[src/rtl/exp_job_dispatcher.sv]
// Job FIFO and launcher for the exponent core; returns tagged results.
// Optional watchdog: define EXPDISP_TIMEOUT_EN.
module exp_job_dispatcher #(
    parameter int DEPTH = 4,
    parameter int TMO   = 255
) (
    input  logic                      clk,
    input  logic                      reset,
    input  logic                      in_valid,
    output logic                      in_ready,
    input  logic signed [16:0]        in_x,
    input  logic [7:0]                in_y,
    output logic                      core_start,
    output logic signed [16:0]        core_x,
    output logic [7:0]                core_y,
    input  logic                      core_ready,
    input  logic signed [16:0]        core_rout,
    output logic                      res_valid,
    input  logic                      res_ready,
    output logic signed [16:0]        res_data,
    output logic [7:0]                res_tag,
    output logic [$clog2(DEPTH):0]    fifo_count,
    output logic                      res_err
);

    localparam int AW = $clog2(DEPTH);

    typedef enum logic [1:0] {
        IDLE,
        LAUNCH,
        WAIT_BUSY,
        WAIT_DONE
    } state_t;

    state_t             state;
    logic signed [16:0] mem_x [DEPTH];
    logic [7:0]         mem_y [DEPTH];
    logic [AW-1:0]      wr_ptr;
    logic [AW-1:0]      rd_ptr;
    logic [AW:0]        count;
    logic [7:0]         tag;
    logic               push;
    logic               go;
    logic               done;
    logic               drain;
    logic               tmo_hit;

    assign in_ready   = (count != (AW+1)'(DEPTH));
    assign push       = in_valid && in_ready;
    assign go         = (state == IDLE) && (count != '0) && core_ready
                        && (!res_valid || res_ready);
    assign done       = (state == WAIT_DONE) && core_ready;
    assign drain      = res_valid && res_ready;
    assign fifo_count = count;

`ifdef EXPDISP_TIMEOUT_EN
    localparam logic [7:0] TMO_LAST = 8'(TMO - 1);

    logic [7:0] wdog;

    assign tmo_hit = ((state == WAIT_BUSY) || (state == WAIT_DONE))
                     && (wdog == TMO_LAST);

    always_ff @(posedge clk) begin
        if (!reset) begin
            wdog    <= '0;
            res_err <= 1'b0;
        end else begin
            if (state == LAUNCH)
                wdog <= '0;
            else if ((state == WAIT_BUSY) || (state == WAIT_DONE))
                wdog <= wdog + 8'd1;
            // a real capture wins over a same-cycle timeout
            if (done)
                res_err <= 1'b0;
            else if (tmo_hit)
                res_err <= 1'b1;
        end
    end
`else
    assign tmo_hit = 1'b0;
    // no watchdog in this build, so TMO never takes effect
    assign res_err = 1'b0 & (TMO > 0);
`endif

    always_ff @(posedge clk) begin
        if (push) begin
            mem_x[wr_ptr] <= in_x;
            mem_y[wr_ptr] <= in_y;
        end
    end

    always_ff @(posedge clk) begin
        if (!reset) begin
            state      <= IDLE;
            wr_ptr     <= '0;
            rd_ptr     <= '0;
            count      <= '0;
            tag        <= '0;
            core_start <= 1'b0;
            core_x     <= '0;
            core_y     <= '0;
            res_valid  <= 1'b0;
            res_data   <= '0;
            res_tag    <= '0;
        end else begin
            core_start <= 1'b0;
            if (push)
                wr_ptr <= wr_ptr + 1'b1;
            if (go)
                rd_ptr <= rd_ptr + 1'b1;
            if (push && !go)
                count <= count + 1'b1;
            else if (go && !push)
                count <= count - 1'b1;
            if (drain)
                res_valid <= 1'b0;

            unique case (state)
                IDLE: begin
                    if (go) begin
                        state      <= LAUNCH;
                        core_start <= 1'b1;
                        core_x     <= mem_x[rd_ptr];
                        core_y     <= mem_y[rd_ptr];
                    end
                end
                LAUNCH:    state <= WAIT_BUSY;
                WAIT_BUSY: if (!core_ready) state <= WAIT_DONE;
                WAIT_DONE: state <= WAIT_DONE;
                default:   state <= IDLE;
            endcase

            if (done || tmo_hit) begin
                res_data  <= done ? core_rout : 17'sd0;
                res_tag   <= tag;
                tag       <= tag + 8'd1;
                res_valid <= 1'b1;
                state     <= IDLE;
            end
        end
    end

endmodule

[config.mk]
export PLATFORM = sky130hd
export DESIGN_NAME = exp_job_dispatcher
export DESIGN_NICKNAME = d
export VERILOG_FILES = /design/src/rtl/exp_job_dispatcher.sv
export SDC_FILE = /design/constraint.sdc
export NUM_CORES = 1
export LEC_CHECK = 0
export ABC_AREA = 1
export CORE_MARGIN = 3
export CORE_UTILIZATION = 40
export DETAILED_ROUTE_END_ITERATION = 8
export SYNTH_ARGS = -nofsm -noshare
export SYNTH_HDL_FRONTEND = slang
export SYNTH_SLANG_ARGS = --single-unit
[constraint.sdc]
create_clock -name clk -period 2.1 [get_ports clk]
set_input_delay 0.42 -clock clk [delete_from_list [all_inputs] [get_ports clk]]
set_output_delay 0.42 -clock clk [all_outputs]
set_load 0.01 [all_outputs]
# After elaboration in Yosys (flattened, before gate mapping)
# Memories as Yosys holds them, arrays and structs flattened. A register that Yosys moved wholly into a read port is not among the register bits.
# Index checks and enable logic that the tools add are counted.
# totals
ramBits	100
latch_bits	0
romBits	0
inputBits	47
word_cells	55
out_inout_bits	57
ff_bits	44
n_memories	2
# classes
div_mod_pow	0
n_lt_le_gt_ge	0
mux	10
n_bitwise	1
shift	0
mul	0
addsub	5
n_reduce_logical	22
eq_ne	6
# mem_list
memory	depth	word_bits	rd	rd_clocked_by_memory_dff	write_ports	line_no	source
mem_x	4	17	1	1	1	36	logic signed [16:0] mem_x [DEPTH];
mem_y	4	8	1	1	1	37	logic [7:0] mem_y [DEPTH];
# op_table
op	count
8-bit by 1-bit adder with 8-bit output, second input constant	1
1-bit logical AND	8
2-bit case mux with 4 select lines	1
3-bit 2-to-1 mux	2
2-bit AND reduction	3
1-bit zero test	5
1-bit 2-to-1 mux	5
2-bit by 1-bit adder with 2-bit output, second input constant	2
2-bit equality test, second input constant	2
2-bit 2-to-1 mux	2
2-bit != test, second input constant	2
2-bit nonzero test	2
3-bit by 1-bit adder with 3-bit output, second input constant	1
3-bit != test, second input constant	1
3-bit nonzero test	1
3-bit by 1-bit subtractor with 3-bit output, second input constant	1
2-bit by 1-bit equality test with 1-bit output, second input constant	1
2-bit zero test	1
2-bit OR reduction	1
1-bit logical OR	1
1-bit inverter	1

# Logic depth before layout (Yosys ltp)
# logic_depth
word_depth	7
depth_mapped	12
ltp_nobuf	12

# Worst setup path after synthesis
# No wires, ideal clock.
# synth_path
path_kind	flip-flop to flip-flop
start	reg count[0] (netlist: fifo_count[0])
end	mem mem_x[0][0], enable pin
stages_incl_launch_ff	5
arrival_time_ns	1.915
setup_ns	0.407
n_path_buf	0
required_ns	1.693
synth_period_minus_slack_ns	2.322
setup_slack_ns	-0.222
cell_sequence	dfxtp_1 > inv_1 > nand3_1 > nand2_1 > nor2_1
# synth_between
elab_chain_cells	4
# synth_rtl
element	line_no	source
start, declared	40	logic [AW:0] count;
start signal, assigned	113	count <= count + 1'b1;
start signal, assigned	115	count <= count - 1'b1;
3-bit != test	48	assign in_ready = (count != (AW+1)'(DEPTH));
named net in_ready	10	output logic in_ready,
1-bit logical AND	49	assign push = in_valid && in_ready;
1-bit 2-to-1 mux	87	if (push) begin
1-bit 2-to-1 mux (not written as such)	88	mem_x[wr_ptr] <= in_x;
end, declared	36	
# The timed path passes the listed nets, and every way through them passes these cells.

# Worst setup path in the final report
# layout_path
start	reg count[0] (netlist: fifo_count[0])
end	out in_ready
# layout_between
elab_chain_cells	1
# layout_rtl
element	line_no
3-bit != test	48
end, declared	10
# No other way between the ends.

==> impl_metrics.csv <==
group,metric,value,unit
sta,min_period_over_period,93.5,%
sta,grt_setup_unrepaired,"no",
setup_path,cp_max_fo,5,
setup_path,crit_chain,"inv_1, nand3_1, clkdlybuf4s50_1",
run,drv_cap,0,
place,gp_congestion,0.739,
setup_path,cp_num_buf_inv,2,
logic_synthesis,yosys.area.top_type,"edfxtp_1",
floorplanning,die_w,137,um
setup_path,crit_path_top_delay_cell,"clkdlybuf4s50_1",
setup_path,cp_num_cells,3,
setup_path,ff2ff_path_depth,10,
setup_path,critical_path.top_delay_family,"buffers and inverters",
clock_tree,ctsHtreeMaxLevel,4,
min_path,whs_path_depth,3,
route,vias_per_cell,4.58,
setup_path,cp_data_required_time,1680,ps
logic_synthesis,syn-instance-count,689,
route,ant_nets,0,
run_status,status,"completed",
logic_synthesis,synth_seq_cells,169,
global_route,grt_max_degree,53,
clock_tree,cts_buffer_depth,2,
route,wl_per_cell,13.6,um
logic_synthesis,synth_area,6820,um^2
layout,stdcell_count,1034,
logic_synthesis,yosys_warnings,0,
setup_path,cp.arrival,1540,ps
global_route,grt_overflow,0,
global_route,antenna_found_initial,0,
layout,final_cell_mix,"191 x nand2_1, 102 x inv_1, 101 x clkdlybuf4s50_1, 100 x edfxtp_1, 68 x dfxtp_1",
floorplanning,dieArea,18700,um^2
power_and_ir_drop,p_leak,3.49,nW
layout,nets,855,
place,placed_cells,1002,
layout,layout-drive-gt1-share,8.11,%
clock_tree,cts_tree,"built",
logic_synthesis,synth_area_per_cell,9.90,um^2
global_route,grt_pass1_wl,22700,um
clock_tree,ctsResizeCount,0,
global_route,grtUsageTotal,15.8,%
floorplanning,start_util,41.0,%
layout,antenna_cells,0,
logic_synthesis,syn_nets,743,
setup_path,slowest_delay,540,ps
clock_tree,hold_buffers,0,
route,drc,0,
sta,period_minus_slack,1960,ps
clock_tree,clock-root-buffer,"clkbuf_16",
place,dp_hpwl,9120,um
sta,worst_pin_slew,584,ps
route,routed_wl,14100,um
floorplanning,io_pins,104,
place,io_buffers,102,
global_route,first_global_vias,4547,
min_path,worstHoldPathType,"in -> reg",
power_and_ir_drop,power.density,1110,nW/um^2
power_and_ir_drop,irDropWorstVdd,0.000672,V
layout,area_delta_synth_final,28.3,%
sta,setup_viol,0,
logic_synthesis,synth_area_leaders,"edfxtp_1 44%, dfxtp_1 20%, nand2_1 11%",
layout,area.sequential,4390,um^2
clock_tree,numCtsBuffers,17,
sta,finalClockSkew,8.40,ps
setup_path,end_kind,"output pin",
floorplanning,rows,47,
sta,fmax,509,MHz
layout,mostFrequentLayoutCell,"nand2_1",
route,drt_iter0_drc,219,
sta,finalHoldViolCount,0,
clock_tree,clock_latency,420,ps
logic_synthesis,ys_seq_area_share,64.3,%
layout,n_fill_cell,1423,
logic_synthesis,synth.distinct_cells,27,
logic_synthesis,synth_top_area_share,44.0,%
floorplanning,chipHeight,137,um
clock_tree,post-cts-setup-buffer-count,0,
layout,multiInputGateArea,1870,um^2
setup_path,crit_path_start_kind,"register",
layout,postLayoutCoreUtil,52.6,%
floorplanning,fp.coreArea,16600,um^2
route,vias,4738,
setup_path,path_class,"reg -> out",
route,first_pass_iters,4,
sta,slew_headroom,61.1,%
sta,maxSlewViolCount,0,
clock_tree,clk_pin_slew,60,ps
clock_tree,cts_sinks,169,
-- registers in the layout, indices dropped and copies added, names as in the netlist, 3 cells and up --
| signal | cells |
|---|---|
| fifo_count | 3 |
| tag | 8 |
| res_data | 17 |
| core_y | 8 |
| mem_x | 68 |
| res_tag | 8 |
| core_x | 17 |
| mem_y | 32 |
-- worst register-to-register path, cell delays in order, from the launching register on --
cell     delay [ps]
dfxtp_1         340
inv_1           100
nand3_1         190
nand3_4         130
ha_1            170
inv_1            70
fa_1            390
nand2_1          80
nand3_1          90
o21ai_0         190
a21oi_1          60
-- cell usage after synthesis (all sizes together) --
master	n
edfxtp	100
nand4	2
nand2	191
o21a	1
xor2	1
nor3	1
xnor2	2
o21ai	8
inv	103
clkbuf	7
buf	28
dfxtp	69
a21boi	1
conb	1
o211ai	50
fa	1
a21oi	36
nor2	70
nand3	11
ha	6
-- final timing paths --
path	start	to	slack, ps
hold / removal	reset	tag[3]	460
hold reg to reg	res_data[15]	res_data[15]	460
setup reg to reg	fifo_count[1]	fifo_count[2]	180
setup / recovery	fifo_count[0]	in_ready	140
-- stage by stage --
step | setup TNS [ps] | power [W] | instance area (um^2) | setup slack [ps] | hold slack (ps)
after floorplan | -22170 | 0.00575 | 6820 | -222 | 444
after global placement | -182 | 0.00667 | 8170 | -118 | 453
after detailed placement | -337 | 0.00675 | 8170 | -175 | 454
after CTS | 0 | 0.00986 | 8760 | 94.0 | 446
after global routing | 0 | 0.0103 | 8760 | 23.6 | 485
final | 0 | 0.00973 | 8760 | 136 | 458
-- per-layer routing --
layer	routed length (um)	track usage (%)	up-vias
li1	-	-	2440
met1	6330	19.5	2163
met2	6680	26.5	116
met3	883	4.60	19
met4	198	5.32	0
met5	0	0	-
-- area by class of cell --
class | count | share of cell area, %
Sequential cell | 169 | 50.1
Multi-Input combinational cell | 382 | 21.3
Tap cell | 220 | 3.14
Clock inverter | 8 | 1.10
Timing Repair Buffer | 128 | 14.3
Clock buffer | 24 | 5.62
Inverter | 103 | 4.42
-- where the power goes --
part           internal (W)  leakage, nW  total, W  switching (W)
combinational       0.00106         1.73   0.00246        0.00140
sequential          0.00398         1.48   0.00418       0.000207
clock               0.00187        0.280   0.00308        0.00121
-- cell families (layout without fill, tap and decap cells) --
kind of cell    Yosys count  in the layout  synth area share [%]
fa+ha+maj                 7              7                  1.39
xor+xnor                  3              3                 0.385
buf+inv                 138            263                  8.78
compound gates           96             96                  9.00
flops                   169            169                  64.3
simple gates            275            275                  16.1
other cells               1              1                0.0550
(Power assumes the default switching activity.)
